`src/rtl/load_ext_pkg.sv`:
```
// Shared types for the load extend unit: access-size and skid-buffer state encodings,
// plus the size-to-byte-count helper used by the extraction datapath.
package load_ext_pkg;

    typedef enum logic [1:0] {
        SZ_BYTE  = 2'd0,
        SZ_HALF  = 2'd1,
        SZ_WORD  = 2'd2,
        SZ_DWORD = 2'd3
    } size_e;

    typedef enum logic [1:0] {
        ST_EMPTY = 2'd0,
        ST_ONE   = 2'd1,
        ST_TWO   = 2'd2
    } skid_state_e;

    // Unclamped field width in bytes; the caller clamps to the datapath width.
    function automatic logic [31:0] size_bytes(input size_e sz);
        case (sz)
            SZ_BYTE:  return 32'd1;
            SZ_HALF:  return 32'd2;
            SZ_WORD:  return 32'd4;
            SZ_DWORD: return 32'd8;
            default:  return 32'd1;
        endcase
    endfunction

endpackage

```
`src/rtl/load_ext_core.sv`:
```
// Combinational field extraction: shift right by byte offset, then zero/sign extend.
// Optional misalignment check under LOAD_EXT_MISALIGN_EN.
module load_ext_core
    import load_ext_pkg::*;
#(
    parameter  int unsigned DATA_W = 32,
    localparam int unsigned OFF_W  = $clog2(DATA_W / 8)
) (
    input  logic [DATA_W-1:0] i_data,
    input  logic [OFF_W-1:0]  i_offset,
    input  logic [1:0]        i_size,
    input  logic              i_signed,
`ifdef LOAD_EXT_MISALIGN_EN
    output logic              o_misalign,
`endif
    output logic [DATA_W-1:0] o_data
);

    localparam int unsigned BYTES = DATA_W / 8;
    localparam int unsigned IDX_W = $clog2(DATA_W);

    logic [DATA_W-1:0] w_shifted;
    logic [DATA_W-1:0] w_extended;
    logic [31:0]       w_fbytes;
    logic [31:0]       w_fbits;
    logic [IDX_W-1:0]  w_msb_idx;
    logic              w_ext;

    // Bytes shifted in from above the top of the word are zero; nothing wraps.
    assign w_shifted = i_data >> {i_offset, 3'b000};

    always_comb begin
        w_fbytes = size_bytes(size_e'(i_size));
        if (w_fbytes > BYTES) begin
            w_fbytes = BYTES;
        end
        w_fbits   = w_fbytes << 3;
        w_msb_idx = IDX_W'(w_fbits - 32'd1);
        w_ext     = i_signed & w_shifted[w_msb_idx];
        // A full-width field has no extension bits, so i_signed drops out naturally.
        for (int unsigned i = 0; i < DATA_W; i++) begin
            w_extended[i] = (i < w_fbits) ? w_shifted[i] : w_ext;
        end
    end

`ifdef LOAD_EXT_MISALIGN_EN
    logic w_misalign;

    assign w_misalign = ((32'(i_offset) & (w_fbytes - 32'd1)) != '0);
    assign o_misalign = w_misalign;
    assign o_data     = w_misalign ? '0 : w_extended;
`else
    assign o_data = w_extended;
`endif

endmodule

```
`src/rtl/load_extend_unit.sv`:
```
// Pipelined load aligner/extender: one result register with a 2-entry skid buffer.
// Define LOAD_EXT_MISALIGN_EN to add the out_misalign port and zero misaligned results.
module load_extend_unit
    import load_ext_pkg::*;
#(
    parameter  int unsigned DATA_W = 32,
    localparam int unsigned OFF_W  = $clog2(DATA_W / 8)
) (
    input  logic              clk,
    input  logic              reset,
    input  logic              in_valid,
    output logic              in_ready,
    input  logic [DATA_W-1:0] in_data,
    input  logic [OFF_W-1:0]  in_offset,
    input  logic [1:0]        in_size,
    input  logic              in_signed,
    output logic              out_valid,
    input  logic              out_ready,
`ifdef LOAD_EXT_MISALIGN_EN
    output logic              out_misalign,
`endif
    output logic [DATA_W-1:0] out_data
);

    typedef struct packed {
        logic [DATA_W-1:0] data;
`ifdef LOAD_EXT_MISALIGN_EN
        logic              misalign;
`endif
    } entry_t;

    skid_state_e       r_state;
    skid_state_e       w_state_nxt;
    entry_t            r_head;
    entry_t            r_tail;
    entry_t            w_new;
    logic [DATA_W-1:0] w_core_data;
    logic              w_in_ready;
    logic              w_out_valid;
    logic              w_accept;
    logic              w_drain;
    logic              w_head_ld;
    logic              w_head_from_tail;
    logic              w_tail_ld;

`ifdef LOAD_EXT_MISALIGN_EN
    logic w_core_misalign;
`endif

    load_ext_core #(
        .DATA_W (DATA_W)
    ) u_core (
        .i_data     (in_data),
        .i_offset   (in_offset),
        .i_size     (in_size),
        .i_signed   (in_signed),
`ifdef LOAD_EXT_MISALIGN_EN
        .o_misalign (w_core_misalign),
`endif
        .o_data     (w_core_data)
    );

    always_comb begin
        w_new      = '0;
        w_new.data = w_core_data;
`ifdef LOAD_EXT_MISALIGN_EN
        w_new.misalign = w_core_misalign;
`endif
    end

    always_ff @(posedge clk) begin
        if (reset) begin
            r_state <= ST_EMPTY;
        end else begin
            r_state <= w_state_nxt;
        end
    end

    always_comb begin
        w_state_nxt      = r_state;
        w_head_ld        = 1'b0;
        w_head_from_tail = 1'b0;
        w_tail_ld        = 1'b0;
        // in_ready is a function of state and reset only, never of out_ready.
        w_in_ready       = !reset && (r_state != ST_TWO);
        w_out_valid      = (r_state != ST_EMPTY);
        w_accept         = in_valid && w_in_ready;
        w_drain          = w_out_valid && out_ready;

        case (r_state)
            ST_EMPTY: begin
                if (w_accept) begin
                    w_state_nxt = ST_ONE;
                    w_head_ld   = 1'b1;
                end
            end
            ST_ONE: begin
                if (w_accept && !w_drain) begin
                    w_state_nxt = ST_TWO;
                    w_tail_ld   = 1'b1;
                end else if (w_drain && !w_accept) begin
                    w_state_nxt = ST_EMPTY;
                end else if (w_accept && w_drain) begin
                    w_head_ld = 1'b1;
                end
            end
            ST_TWO: begin
                if (w_drain) begin
                    w_state_nxt      = ST_ONE;
                    w_head_ld        = 1'b1;
                    w_head_from_tail = 1'b1;
                end
            end
            default: begin
                w_state_nxt = ST_EMPTY;
            end
        endcase
    end

    always_ff @(posedge clk) begin
        if (reset) begin
            r_head <= '0;
            r_tail <= '0;
        end else begin
            if (w_head_ld) begin
                r_head <= w_head_from_tail ? r_tail : w_new;
            end
            if (w_tail_ld) begin
                r_tail <= w_new;
            end
        end
    end

    assign in_ready  = w_in_ready;
    assign out_valid = w_out_valid;
    assign out_data  = r_head.data;
`ifdef LOAD_EXT_MISALIGN_EN
    assign out_misalign = r_head.misalign;
`endif

endmodule
```
`config.mk`:
```
export PLATFORM = sky130hd
export DESIGN_NAME = load_extend_unit
export DESIGN_NICKNAME = d
export VERILOG_FILES = /design/src/rtl/load_ext_pkg.sv /design/src/rtl/load_ext_core.sv /design/src/rtl/load_extend_unit.sv
export SDC_FILE = /design/constraint.sdc
export NUM_CORES = 1
export LEC_CHECK = 0
export ABC_AREA = 0
export BUFFER_PORTS_ARGS = -buffer_cell sky130_fd_sc_hd__buf_2
export CAP_MARGIN = 25
export CORE_AREA = 2 2 64 126
export DETAILED_ROUTE_END_ITERATION = 8
export DIE_AREA = 0 0 66 128
export GPL_TIMING_DRIVEN = 0
export PLACE_DENSITY = 0.74
export SLEW_MARGIN = 20
export SYNTH_ARGS = -nofsm -noshare
export SYNTH_HDL_FRONTEND = slang
export SYNTH_HIERARCHICAL = 1
export SYNTH_SLANG_ARGS = --single-unit
```
`constraint.sdc`:
```
create_clock -name clk -period 1.75 [get_ports clk]
set_input_delay 0.175 -clock clk [delete_from_list [all_inputs] [get_ports clk]]
set_output_delay 0.175 -clock clk [all_outputs]
set_load 0.005 [all_outputs]
```
Word-level counts from Yosys, hierarchy flattened
Index checks and enable logic that the tools add are counted.
{ "totals": {"elab_cells": 113, "mem_bits_rw": 0, "latchBits": 0, "n_memories": 0, "in_bits": 41, "register_bits": 66, "output_inout_bits": 34, "romBits": 0} }
{ "classes": {"reduce_logical": 13, "addsub": 1, "eq_ne": 9, "n_shift": 1, "n_div": 0, "bitwise": 1, "n_mul": 0, "n_lt_le_gt_ge": 34, "muxes": 51} }
{ "ops": {"columns": ["operator", "n"], "rows": [
  ["less-than comparator 5 x 32 -> 1 bit (first input constant)", 16],
  ["less-than comparator 4 x 32 -> 1 bit (first input constant)", 8],
  ["less-than comparator 3 x 32 -> 1 bit (first input constant)", 4],
  ["one-hot mux 32 bit (4 select lines)", 1],
  ["less-than comparator 1 x 32 -> 1 bit (first input constant)", 2],
  ["less-than comparator 2 x 32 -> 1 bit (first input constant)", 2],
  ["2-to-1 mux 1 bit", 41],
  ["greater-than comparator 32 x 3 -> 1 bit (second input constant)", 1],
  ["2-to-1 mux 32 bit", 1],
  [">> shifter 32 x 5 -> 32 bit", 1],
  ["2-to-1 mux 29 bit", 1],
  ["2-to-1 mux 2 bit", 4],
  ["equality test 2 bit (second input constant)", 3],
  ["logical AND 1 bit", 6],
  ["less-than comparator 5 x 6 -> 1 bit (second input constant)", 1],
  ["!= test 2 bit (second input constant)", 3],
  ["one-hot mux 2 bit (3 select lines)", 1],
  ["binary-select mux 1 bit (select 5 bit)", 1],
  ["subtractor 5 x 1 -> 5 bit (second input constant)", 1],
  ["equality test 2 x 1 -> 1 bit (second input constant)", 2],
  ["zero test 2 bit", 2],
  ["zero test 1 bit", 3],
  ["!= test 3 bit (second input constant)", 1],
  ["one-hot mux 1 bit (3 select lines)", 1],
  ["3 further kinds", 3]
]} }

Depth between registers and ports, before layout
Gate-level depths: netlist of run 1.
{ "depth": {"ltp_word": 10, "depth_mapped": 10} }

Hierarchy
Netlist of run 1, hierarchy kept.
{ "by_module_without_submodules": {"columns": ["module", "seq_area_each_um2", "instances", "cells_per_inst", "area_per_inst_um2"], "rows": [
  ["load_extend_unit", 1321.3, 1, 350, 2810.2],
  ["load_ext_core", 0.0, 1, 120, 757.0]
]} }

Least setup slack after synthesis of run 1
OpenSTA, ideal clock, no wires.
{ "synth_path": {"path_type": "register to register", "from": "reg r_state[0]", "to": "reg r_head (netlist bit out_data[0])", "setup_ns": 0.091, "arrival_time_ns": 1.887, "synth_period_minus_slack_ns": 1.978, "slack_ns": -0.228, "path_stages_with_launch": 9, "required_ns": 1.659, "path_cell_list": "dfxtp_1 > buf_4 > or2_2 > and2_1 > ha_1 > nand3b_1 > clkbuf_1 > nand3_1 > a311oi_1"} }
{ "synth_between": {"elab_cells_between_ends": 21, "classes_between": "eq/ne (3); mux (8); reduce/logical (10)"} }
{ "synth_rtl": {"columns": ["item", "line_no", "source"], "rows": [
  ["start, declared", "load_extend_unit.sv:32", "skid_state_e r_state;"],
  ["start signal, assigned", "load_extend_unit.sv:75", "r_state <= w_state_nxt;"],
  ["nonzero test 2 bit *", "load_extend_unit.sv:86", "w_out_valid = (r_state != ST_EMPTY);"],
  ["named net out_valid", "load_extend_unit.sv:17", "output logic out_valid,"],
  ["logical AND 1 bit *", "load_extend_unit.sv:88", "w_drain = w_out_valid && out_ready;"],
  ["logical AND 1 bit", "load_extend_unit.sv:103", "end else if (w_accept && w_drain) begin"],
  ["2-to-1 mux 1 bit", "load_extend_unit.sv:103", null],
  ["2-to-1 mux 1 bit", "load_extend_unit.sv:101", "end else if (w_drain && !w_accept) begin"],
  ["2-to-1 mux 1 bit", "load_extend_unit.sv:98", "if (w_accept && !w_drain) begin"],
  ["one-hot mux 1 bit (3 select lines)", "load_extend_unit.sv:90", "case (r_state)"],
  ["end signal, assigned", "load_extend_unit.sv:126", "r_head <= w_head_from_tail ? r_tail : w_new;"],
  ["end, declared", "load_extend_unit.sv:34", "entry_t r_head;"]
]} }
The timed path passes the listed nets; every way through them passes the cells marked *.
A chain may end at the register's enable or synchronous reset.

Final worst setup path of run 1
{ "layout_path": {"from": "reg r_state[1]", "to": "reg r_head (netlist bit out_data[29])"} }
{ "layout_between": {"elab_chain_cells": 8, "elab_cells_between_ends": 21, "classes_between": "eq/ne (3); mux (8); reduce/logical (10)"} }
{ "layout_lines": {"columns": ["item", "line_no", "source"], "rows": [
  ["!= test 2 bit", "load_extend_unit.sv:85", "w_in_ready = !reset && (r_state != ST_TWO);"],
  ["logical AND 1 bit", "load_extend_unit.sv:85", null],
  ["logical AND 1 bit", "load_extend_unit.sv:87", "w_accept = in_valid && w_in_ready;"],
  ["logical AND 1 bit or zero test 1 bit (tied branches)", "load_extend_unit.sv:103, load_extend_unit.sv:101", null],
  ["2-to-1 mux 1 bit or logical AND 1 bit (tied branches)", "load_extend_unit.sv:103, load_extend_unit.sv:101", null],
  ["2-to-1 mux 1 bit", "load_extend_unit.sv:101", null],
  ["2-to-1 mux 1 bit", "load_extend_unit.sv:98", null],
  ["one-hot mux 1 bit (3 select lines)", "load_extend_unit.sv:90", null]
]} }
Parallel ways exist; a longest one is shown, timed or not.

==> results of run 1 <==
[cell families (layout without fill, tap and decap cells)]
kind of cell | count (synthesis) | count (layout) | synth area share [%]
compound gates | 133 | 133 | 22.87
fa+ha+maj | 2 | 2 | 0.7014
buf+inv | 50 | 161 | 7.787
flops | 66 | 66 | 37.04
mux | 18 | 18 | 5.437
simple gates | 201 | 201 | 26.17
[where the power goes]
group	switching, uW	internal [uW]	total [uW]
Sequential	26.9	1550	1580
Combinational	370	274	644
Clock	669	1430	2100
Total	1070	3260	4330
[per-stage QoR]
step / setup TNS, ns / instances
after global routing: -10.32 / 675
after floorplan: 0 / 470
after global placement: -31.47 / 636
after CTS: -3.607 / 670
final: -5.956 / 675
after detailed placement: -32.16 / 636
[final cells by class]
type,count,area [sq um]
Clock buffer,12,246.5
Sequential cell,66,1326
Fill cell,644,2551
Multi-Input combinational cell,354,2216
Tap cell,94,117.6
Inverter,2,7.507
Timing Repair Buffer,96,608.1
Clock inverter,4,98.84
Buffer,47,372.9
[placed cells by master (no fill, tap or decap), types with 2 or more instances in the layout]
cell type / netlist / layout
clkbuf_4: 0 / 2
clkbuf_8: 0 / 3
a311oi_2: 0 / 9
and3b_1: 3 / 2
dfxtp_1: 66 / 64
a211oi_1: 8 / 8
o21ai_1: 0 / 15
nor2_1: 41 / 41
o21ai_2: 1 / 16
buf_4: 5 / 19
mux2i_1: 9 / 9
buf_8: 0 / 4
buf_6: 7 / 20
and2_4: 0 / 2
o21ai_0: 39 / 9
clkbuf_16: 0 / 10
a21oi_1: 51 / 34
mux2_2: 8 / 8
bufinv_16: 0 / 3
nand2_1: 83 / 83
nand3_1: 48 / 39
nor2b_1: 12 / 12
a21oi_2: 0 / 17
clkbuf_1: 20 / 11
clkbuf_2: 1 / 4
buf_2: 14 / 80
nand3_2: 0 / 9
a311oi_1: 32 / 23
nand3b_1: 4 / 4
[sequential cells by signal, summed over array words and instances (netlist names)]
name and flops:
out_data 32, r_state 2, r_tail 32
[final timing paths]
path | start | end | slack (ns) | cells after the start
min reg2reg | r_tail[10] | r_tail[10] | 0.45 | 2
max reg2reg | r_state[1] | out_data[29] | -0.18 | 8
max | r_state[1] | out_data[29] | -0.18 | 8
min | out_ready | r_state[1] | 0.21 | 4
[worst max-delay path, delay by kind of cell (launching register included)]
| kind | cells | cell delay, ns |
|---|---|---|
| AND/OR/NAND/NOR | 4 | 0.68 |
| buffers and inverters | 2 | 0.34 |
| adder cells (fa/ha/maj) | 1 | 0.16 |
| AO/OA/AOI/OAI | 1 | 0.32 |
| flip-flops | 1 | 0.32 |
[per-layer routing]
layer | wire [um] | vias to the layer above | part of all wire, %
met5 | 0 | - | 0
met2 | 6558 | 208 | 51
met4 | 936 | 0 | 7.3
met1 | 4560 | 1897 | 36
li1 | - | 1884 | -
met3 | 723 | 64 | 5.7
[what timing repair did]
item                                    in CTS  in global routing
setup buffers                               12                  4
pin swaps                                   12                 41
resized for setup                           38                 60
cloned                                       7                  1
endpoints found under the setup margin      62                 66
==> results, run 1 <==
- After synthesis, the mean cell area works out to 7.590 sq um.
- The first-pass GRT wire length is ~19000 um.
- The detailed-routing iteration count for the pre-antenna-repair pass is 7.
- After synthesis, the cell types taking the most area are dfxtp_1 37%, nand2_1 8.7%, a311oi_1 7.9%.
- The tool flagged a number of max-cap violations equal to 0.
- The count of boundary I/O pins is 75.
- By instance count, the leading cell after synthesis is nand2_1.
- In the synthesized netlist the dominant register cell turns out to be dfxtp_1.
- The biggest fanout along the worst timing path is 10.
- In this run the tool buffered the top-level ports with 72 buffer cells.
- The checks that failed: negative setup slack.
- The power density over the cells is 866.2 nW/um^2.
- The detailed-route wire length is 12780 um.
- The number of antenna violations at the first check in global routing is 0.
- Summed over all instances, the cell type with the most area after synthesis is dfxtp_1.
- The floorplan die area is 8448 sq um.
- OpenSTA, run right after detailed placement, puts the worst setup slack at -0.6174 ns.
- The via count is between 4000 and 5000.
- The maximum number of pins on one net before global-route repair is 12.
- Headroom to the max-slew limit came out at 54.91%.
- For this design, the slowest cell found on the critical path is dfxtp_2.
- After clock tree synthesis, the clock-pin slew on the worst setup and hold paths is 0.05 ns.
- In the synthesized netlist, the cells that appear most often are 83 x nand2_1, 66 x dfxtp_1, 51 x a21oi_1, 48 x nand3_1, 41 x nor2_1.
- The number of clock sinks is 66.
- The count of nets left with antenna violations once routing finished came out at 0.
- Setup repair after global routing could not meet its margin everywhere.
- The leakage dissipation is a little over 0.002 uW.
- For this configuration, the core starts out at a cell density of a little under half.
- The number of nets in the synthesized netlist is 513.
- The die is roughly 130 um tall.
- The top cell type by area accounts for 37.04% of the synthesized area.
- At the end of routability-driven placement, the weighted congestion stood at approximately 0.94.
- The detail-routed via count per cell is 6.004.
- Total power for the finished layout comes to between 4000 and 5000 uW.
- The required arrival time at the worst endpoint is 1.98 ns.
- The max-slew violation count came to 0.
- The remaining design rule violation count is 0.
- The mean routed wirelength per cell is 18.93 um.
- The peak-usage layer in the global routing report is met2.
- The highest clock frequency the design can meet is 0.5191 GHz.
- For this run, the register share of the synthesized area comes to 37.04%.
- The run finished, with violations left.
- The synthesized netlist cell count is 470.
- The H-tree generated during clock tree synthesis spans 3 levels.
- The minimum hold slack is 0.2118 ns.
- The end-of-flow core utilization is roughly 66%.
- The worst setup skew after layout is 0.008646 ns.
- The startpoint type of the worst setup path is a register.
- The largest vdd supply drop is 0.0006553 V.
- The number of flops mapped to enable cells by yosys is 0.
- The detailed placement HPWL is approximately 8600 um.
- The tightest min-delay check is of the in2reg type.
- The number of global-route vias before repair is slightly below 4000.
- The met2 usage is 49.85%.
- The number of core rows is 45.
- On the worst path, the slowest cell contributes a delay of about 0.32 ns.
- The final setup violation count is 64.
- The register bit count reported by yosys is 66.
- Buffers inserted to repair hold after CTS numbered 0.
- For the pin with the worst max-slew slack, the measured transition is 0.6763 ns.
- At the worst endpoint, the arrival time is 2.16 ns.
- The netlist area before placement is around 3600 sq um.
- The fraction of met1 tracks used by global routing is 31.49%.
- The number of design-rule violations left by the first detailed-router iteration is 331.
- Once placement finished, the instance area stood at 4105 sq um.
- The TritonCTS clock tree is done.
- The region available for standard cell placement spans 7545 sq um.
- The share of synthesized registers carrying an async set or reset is 0%.
- The synthesized netlist contains 34 unique library cells.
- From synthesis to final layout, the design area changed by 39.99%.
- The clock passes through at most 2 buffers.
- The final critical-path share of the clock period is 110.1%.
- The clock tree root buffer cell is clkbuf_16.
- The type of the setup path with the least slack is reg2reg.
- Measured along the x axis, the die boundary spans 66 um.
- The minimum clock period is just under 2 ns.
- Walking the worst path, the cells encountered are buf_6 > or2_4 > and2_4 > ha_4 > nand3b_1 > clkbuf_8 > nand3_1 > a311oi_1.
- The count of synthesis-stage warnings from yosys is 6.
- In the final design database the tool counted 619 nets.
- The final global-route overflow total is 0.
- The final non-filler cell area is between 4000 and 5000 sq um.
- 0 antenna diodes ended up in the layout.
- Of the cells placed in the final design, the portion with a size suffix greater than 1 is 37.69%.
- For this run, global-route usage on met3 was measured as slightly above 6%.
- The final hold violation count was 0.
- Setup slack on the critical path of the routed design comes to -0.1763 ns.
- The worst setup path is captured at a register.
- The global-route usage over all layers is about 30%.
- The total clock buffers created by CTS is 9.
- The clock latency on the worst-skew pair is between 0.3 and 0.4 ns.
(Power assumes the default switching activity.)
==> run 2: changes to the inputs <==
Settings changed: CORE_AREA 2 2 64 126 to 2 2 76 106, DIE_AREA 0 0 66 128 to 0 0 78 108.
==> run 2 against run 1 <==
- the flow still finishes with violations (negative setup slack)
- utilization is 2.5 points higher
- cell count up 0.74%
- hold slack lost 0.019 ns
- die area decreased by 0.28%
- clock power shrank 44%
- sequential cell count stayed put
- first-iteration DRC count rose by 34%
- via count rose by 0.30%
==> results, run 2 (synthesis results as in run 1) <==
- The count of buffer and inverter cells on the critical path was 4 (+2).
- The chip height is 108 um (-16%).
- The number of clock sinks came to 66 (unchanged).
- The largest vdd supply drop was 0.0004482 V (-32%).
- The clock-pin slew on the worst setup and hold paths is 0.07 ns (+0.02 ns).
- The biggest fanout along the worst timing path is 6 (-4).
- The post-route antenna net violation count came to 0 (unchanged).
- The minimum clock period is 1.960 ns (+0.03348 ns).
- The die width is 78 um (+18%).
- The maximum single-stage delay on the critical path is 0.32 ns (about the same).
- The detailed-routing iteration count for the pre-antenna-repair pass is 5 (-2).
- The number of design-rule violations left by the first detailed-router iteration is 445 (+34%).
- The net switching component of the power is 1003 uW (-6.0%).
- The standard cell core area is 7407 sq um (-1.8%).
- The detailed placement HPWL is 8121 um (-5.7%).
- The via count was 4065 (+0.30%).
- The number of antenna violations at the first check in global routing came to 0 (unchanged).
- The element type at the critical path end is a register.
- The minimum setup slack after placement was -0.5440 ns (+0.07335 ns).
- The relative contribution of the clock network to total power is 34.2% (-14 points).
- The switching power as a share of total power is 29.36% (+4.7 points).
- The TritonCTS clock tree is done.
- The cell type with the highest occurrence count on the critical path is buf_6.
- The remaining design rule violation count is 0 (unchanged).
- The measured slew at the worst slew-check pin was 0.6389 ns (-0.03742 ns).
- Setup repair after global routing could not meet its margin everywhere.
- The final global-route overflow total is 0 (unchanged).
- The final net count is 622 (+0.48%).
- On the critical path, the stage with the largest delay is an instance of dfxtp_2.
- The number of maximum-capacitance constraint violations is 0 (unchanged).
- The number of global-route vias before repair was 3812 (-1.8%).
- The path length in cells of the critical path is 10 (+2).
- The total clock buffers created by CTS was 9 (unchanged).
- The H-tree depth is 3 (unchanged).
- The leakage dissipation is 0.002066 uW (+0.37%).
- The fraction of final layout cells sized beyond drive strength 1 is 42.02% (+4.3 points).
- The number of hold buffers added after CTS came to 0 (unchanged).
- The first-pass GRT wire length is 18660 um (-2.3%).
- The combinational power share was 19.6% (+4.7 points).
- The critical path arrival was 2.23 ns (+0.07 ns).
- The minimum hold slack is 0.1930 ns (-0.01879 ns).
- The mean routed wirelength per cell is 18.58 um (-1.8%).
- The floorplan die area is 8424 sq um (-0.28%).
- The signal on the critical path passes through buf_6 > buf_6 > a21oi_4 > and2_4 > ha_4 > and3b_2 > buf_12 > clkbuf_16 > o21ai_2 > a311oi_2.
- The relative contribution of sequential cells to total power is 46.2% (+9.7 points).
- The required arrival time at the worst endpoint is 2.02 ns (+0.04 ns).
- The power density over the cells is 670.8 nW/um^2 (-23%).
- The depth of the worst hold-timing path was 4 (unchanged).
- The number of cells on the worst reg-to-reg path is 10 (+2).
- The final weighted congestion in routability-driven placement is 0.8720 (-7.5%).
- The number of buffers on the longest clock path is 2 (unchanged).
- The detail-routed via count per cell is 5.978 (-0.44%).
- The initial core utilization was 48.16% (+0.88 points).
- The most common cell after layout, fill and taps aside is buf_2.
- The flow ran to the end, but the final reports show violations.
- The highest clock frequency the design can meet came to 0.5103 GHz (-1.7%).
- The minimum setup slack in the final design came to -0.2098 ns (-0.03348 ns).
- The root buffer cell chosen for the clock tree is clkbuf_8.
- The worst setup skew after layout was 0.008171 ns (-0.0004744 ns).
- The final hold violation count was 0 (unchanged).
- The internal power was 2412 uW (-26%).
- The final critical-path share of the clock period is 112.0% (+1.9 points).
- The number of core rows is 37 (-18%).
- STA classifies the critical path startpoint as a register.
- The number of antenna cells inserted is 0 (unchanged).
- The placed standard-cell area is 4109 sq um (about the same).
- The remaining max-slew budget at the tightest pin is 57.41% (+2.5 points).
- The global-route usage over all layers is 28.71% (-1.3 points).
- The clock latency on the worst-skew pair is 0.36 ns (+0.02 ns).
- The final non-filler cell area is 5090 sq um (+1.9%).
- The maximum number of pins on one net before global-route repair is 11 (-1).
- The final total negative setup slack is -6.508 ns (-0.5525 ns).
- The growth of design area from synthesis to finish is 42.69%.
- The number of buffer cells added on primary ports is 72 (unchanged).
- The type of the setup path with the least slack is reg2reg.
- The max-slew violation count is 0 (unchanged).
- The library cells used most frequently in the layout, excluding fill and tap cells, are 79 x buf_2, 69 x nand2_1, 64 x dfxtp_1.
- The count of boundary I/O pins is 75 (unchanged).
- The final setup violation count is 62 (-3.1%).
- The detailed-route wire length was 12640 um (-1.1%).
- The checks that failed: negative setup slack.
- The family of cells with the greatest summed delay on the critical path is compound AO/OA/AOI/OAI gates.
- The tightest min-delay check is of the in2reg type.
run 2: what timing repair did:
action                     in CTS  in global routing
pin swaps                      15                 42
setup endpoints to repair      62                 63
hold endpoints to repair        0                  0
setup buffers                  15                  3
resized for setup              44                 93
gates cloned                    5                  3
run 2: final cells by class:
| cell class | count | area [sq um] |
|---|---|---|
| Inverter | 2 | 7.507 |
| Clock inverter | 3 | 15.01 |
| Timing Repair Buffer | 98 | 685.7 |
| Multi-Input combinational cell | 354 | 2367 |
| Clock buffer | 12 | 155.1 |
| Tap cell | 97 | 121.4 |
| Fill cell | 611 | 2317 |
| Sequential cell | 66 | 1326 |
| Buffer | 48 | 411.6 |
run 2: path summary, 6_finish.rpt:
kind	slack [ns]	end	from
worst min register to register	0.46	r_tail[7]	r_tail[7]
worst max-delay path	-0.21	out_data[0]	r_state[1]
worst max register to register	-0.21	out_data[0]	r_state[1]
worst min-delay path	0.19	r_state[1]	out_ready
run 2: layer usage:
layer,track usage (%),up-vias,wire length (um)
met5,0,-,0
met4,14.79,0,450
met3,5.843,43,951
met2,47.97,215,6245
met1,34.93,1912,4989
li1,-,1895,-
run 2: through the flow:
step                total power [uW]  instances  utilization (%)
CTS                             3333        674            62.47
floorplan                       1939        470                -
detailed placement              2132        639            55.47
finish                          3414        680            68.72
global placement                2126        639            55.47
global route                    3528        680            68.72
run 2: power groups by stage:
| stage | Sequential (uW) | Combinational, uW | Clock, uW |
|---|---|---|---|
| 2_1_floorplan | 1610 | 329 | 0 |
| 3_3_place_gp | 1610 | 518 | 0 |
| 3_5_place_dp | 1610 | 523 | 0 |
| 4_1_cts | 1570 | 575 | 1190 |
| 5_1_grt | 1580 | 711 | 1230 |
| 6_report | 1580 | 669 | 1170 |
run 2: worst reg2reg max path, cell delays in order (launching register included):
cell,delay (ns)
dfxtp_2,0.32
buf_6,0.11
buf_6,0.11
a21oi_4,0.14
and2_4,0.18
ha_4,0.14
and3b_2,0.20
buf_12,0.14
clkbuf_16,0.15
o21ai_2,0.07
a311oi_2,0.31
==> run 3: changes to the inputs <==
Settings changed: ABC_AREA 0 to 1, CORE_AREA 2 2 76 106 to 2 2 80 113, DIE_AREA 0 0 78 108 to 0 0 82 115, PLACE_DENSITY 0.74 to 0.75.
==> run 3 against run 2 <==
- the flow now finishes without violations
- design area up 2.5%
- utilization down 6.7 points
- via count up 9.2%
- clock skew down 0.0010 ns
- critical path depth up 1
- fmax up 17%
==> results, run 3 <==
- The run finished with clean final reports.
- The number of maximum-capacitance constraint violations is 0 (unchanged).
- The number of distinct library cell variants in the gate-level netlist after synthesis came to 32 (-5.9%).
- The number of core rows was 40 (+8.1%).
- The largest vdd supply drop is 0.0006553 V (+46%).
- The initial core utilization is 49.76% (+1.6 points).
- The chip height is 115 um (+6.5%).
- The measured slew at the worst slew-check pin is 0.5617 ns (-0.07714 ns).
- The fraction of the mapped netlist area in compound gates came to 17.76% (-5.1 points).
- The fraction of final layout cells sized beyond drive strength 1 is 25.68% (-16 points).
- The fraction of post-synthesis cell area in the top cell type by area is 31.58% (-5.5 points).
- In the layout the commonest cells are 146 x nand2_1, 90 x buf_2, 88 x inv_1.
- The netlist area before placement came to 4184 sq um (+17%).
- By area the synthesized netlist is led by dfxtp_1 32%, nand2_1 13%, a21oi_1 9.6%.
- The number of flops mapped to enable cells by yosys is 0 (unchanged).
- The final critical-path share of the clock period is 95.46% (-17 points).
- The number of buffers on the longest clock path was 2 (unchanged).
- The minimum clock period came to 1.671 ns (-0.2892 ns).
- The number of antenna violations at the first check in global routing is 0 (unchanged).
- The final hold violation count is 0 (unchanged).
- The most common cell after layout, fill and taps aside is nand2_1.
- The number of nets in the synthesized netlist came to 687 (+34%).
- The clock latency on the worst-skew pair is 0.33 ns (-0.03 ns).
- The commonest cells after synthesis are 146 x nand2_1, 88 x inv_1, 80 x a21oi_1, 66 x dfxtp_1, 51 x nor2_1.
- The via count was 4440 (+9.2%).
- The remaining design rule violation count is 0 (unchanged).
- The synthesized netlist cell count is 644 (+37%).
- The post-synthesis sequential area ratio is 31.58% (-5.5 points).
- The number of buffer cells added on primary ports is 73 (+1.4%).
- STA classifies the critical path startpoint as a register.
- The worst hold path belongs to the class in2reg.
- After synthesis, the largest family of logic cells by area is simple AND/OR/NAND/NOR gates.
- The power density over the cells came to 911.4 nW/um^2 (+36%).
- The origin of the worst setup path is r_state[1].
- The multiplexer fraction of the synthesized cell area was 0% (-5.4 points).
- The final global-route overflow total is 0 (unchanged).
- The TritonCTS clock tree is done.
- The minimum hold slack is 0.2102 ns (+0.01713 ns).
- The final net count was 779 (+25%).
- The largest individual stage delay along the critical path comes from the cell dfxtp_1.
- The number of fillers in the final layout is 789 (+29%).
- The element type at the critical path end is a register.
- The remaining max-slew budget at the tightest pin is 62.16% (+4.7 points).
- The final weighted congestion in routability-driven placement is 0.9634 (+10%).
- The mean routed wirelength per cell was 14.65 um (-21%).
- The leakage dissipation is 0.002655 uW (+29%).
- The detailed-routing iteration count for the pre-antenna-repair pass was 7 (+2).
- The first-pass GRT wire length is 19510 um (+4.5%).
- The detailed placement HPWL was 9314 um (+15%).
- The startpoint identified for the worst register-to-register timing path is r_state[1].
- The simple-gate portion of the synthesized area came to 33.40% (+7.2 points).
- The detail-routed via count per cell was 5.254 (-12%).
- The total clock buffers created by CTS is 9 (unchanged).
- The post-synthesis adder-cell area fraction was 0.5981% (-0.10 points).
- The growth of design area from synthesis to finish is 24.64%.
- The dominant cell type by area after synthesis is dfxtp_1.
- Setup repair after global routing could not meet its margin everywhere.
- The clock-pin slew on the worst setup and hold paths was 0.05 ns (-0.02 ns).
- The standard cell core area is 8408 sq um (+14%).
- The register bit count reported by yosys is 66 (unchanged).
- The number of hold buffers added after CTS is 0 (unchanged).
- The final setup violation count is 0 (-100%).
- The number of global-route vias before repair was 4088 (+7.2%).
- The critical path arrival is 1.89 ns (-0.34 ns).
- The count of buffer and inverter cells on the critical path is 4 (unchanged).
- The share of synthesized registers carrying an async set or reset is 0% (unchanged).
- The global-route usage over all layers is 26.71% (-2.0 points).
- The maximum single-stage delay on the critical path was 0.30 ns (-0.02 ns).
- The maximum number of pins on one net before global-route repair was 11 (unchanged).
- The number of design-rule violations left by the first detailed-router iteration is 289 (-35%).
- The count of synthesis-stage warnings from yosys was 6 (unchanged).
- The number of antenna cells inserted is 0 (unchanged).
- The worst setup skew after layout was 0.007124 ns (-0.001048 ns).
- The family of cells with the greatest summed delay on the critical path is simple AND/OR/NAND/NOR gates.
- The type of the setup path with the least slack is reg2reg.
- The die width is 82 um (+5.1%).
- The floorplan die area is 9430 sq um (+12%).
- The top flip-flop cell by instance count after synthesis is dfxtp_1.
- The required arrival time at the worst endpoint came to 1.97 ns (-0.05 ns).
- The xor-xnor portion of the synthesized cell area is 0% (unchanged).
- The clock tree root buffer cell is clkbuf_16.
- The detailed-route wire length is 12380 um (-2.0%).
- The max-slew violation count was 0 (unchanged).
- The launch point of the worst hold path is reset.
- The number of clock sinks came to 66 (unchanged).
- The minimum setup slack after placement is -0.1878 ns (+0.3563 ns).
- The biggest fanout along the worst timing path was 10 (+4).
- The highest clock frequency the design can meet came to 0.5986 GHz (+17%).
- In the post-synthesis netlist, the cell with the most instances is nand2_1.
- The minimum setup slack among reg-to-reg paths is 0.08 ns (+0.29 ns).
- The count of boundary I/O pins is 75 (unchanged).
- The synthesized area per cell is 6.497 sq um (-14%).
- The critical path goes through buf_6 > inv_8 > nor2_2 > nor3_2 > ha_1 > nand3_1 > nand2_2 > inv_6 > buf_4 > a21oi_1 > nor2_1.
- The H-tree depth is 3 (unchanged).
- The minimum setup slack in the final design is 0.07946 ns (+0.2892 ns).
- The post-route antenna net violation count is 0 (unchanged).
[run 3: cell count changes after synthesis, moves of 22 or more]
cell,before,now
inv_1,2,88
nand2_1,83,146
a311oi_1,32,0
nand4_1,0,32
nand3_1,48,26
a21oi_1,51,80
[run 3: per-stage QoR]
step,util [%],instance area [sq um],total power [uW],instances,setup TNS [ns]
finish,62.02,5215,4753,845,0
global route,62.02,5215,4962,845,-0.1891
CTS,59.91,5037,4698,838,0
detailed placement,55.67,4681,2741,822,-6.848
global placement,55.67,4681,2714,822,-5.081
floorplan,-,4184,2419,644,0
[run 3: cell type report]
type	count	area, sq um	area share (%)
buffer	50	372.9	7.150
clock buffer	13	260.3	4.990
clock inverter	2	60.06	1.152
inverter	94	372.9	7.150
multi-input combinational	434	2238	42.92
sequential	66	1321	25.34
tap	105	131.4	2.519
timing repair buffer	81	457.9	8.781
[run 3: worst paths after layout]
check                 end  depth (start not counted)
max          out_data[21]                         11
min            r_state[1]                          3
max reg2reg  out_data[21]                         11
min reg2reg     r_tail[1]                          2
[run 3: power by group]
group	internal [uW]	switching, uW	total (uW)
sequential	1630	59.9	1690
clock	1320	646	1960
combinational	434	663	1100
total	3380	1370	4750
[run 3: tightest hold or removal path: stages]
cell,delay (ns)
buf_2,0.15
a21oi_2,0.04
and3_1,0.13
[run 3: routing by layer]
metal / global-route usage, % / share of wire, % / up-vias
li1: - / - / 2265
met1: 31.58 / 41 / 1977
met2: 45.91 / 50 / 162
met3: 4.239 / 4.7 / 36
met4: 13.44 / 4.4 / 0
met5: 0 / 0 / -
[run 3: cells by family (layout without fill, tap and decap cells)]
family,after synthesis,in the layout
simple gates,290,290
buf+inv,144,240
compound gates,142,142
flops,66,66
fa+ha+maj,2,2
[run 3: what timing repair did]
| action | 4_1_cts | 5_1_grt |
|---|---|---|
| setup buffers | 1 | 4 |
| cloned | 0 | 3 |
| setup endpoints to repair | 65 | 62 |
| gates resized for setup | 9 | 28 |
| pin swaps | 0 | 2 |
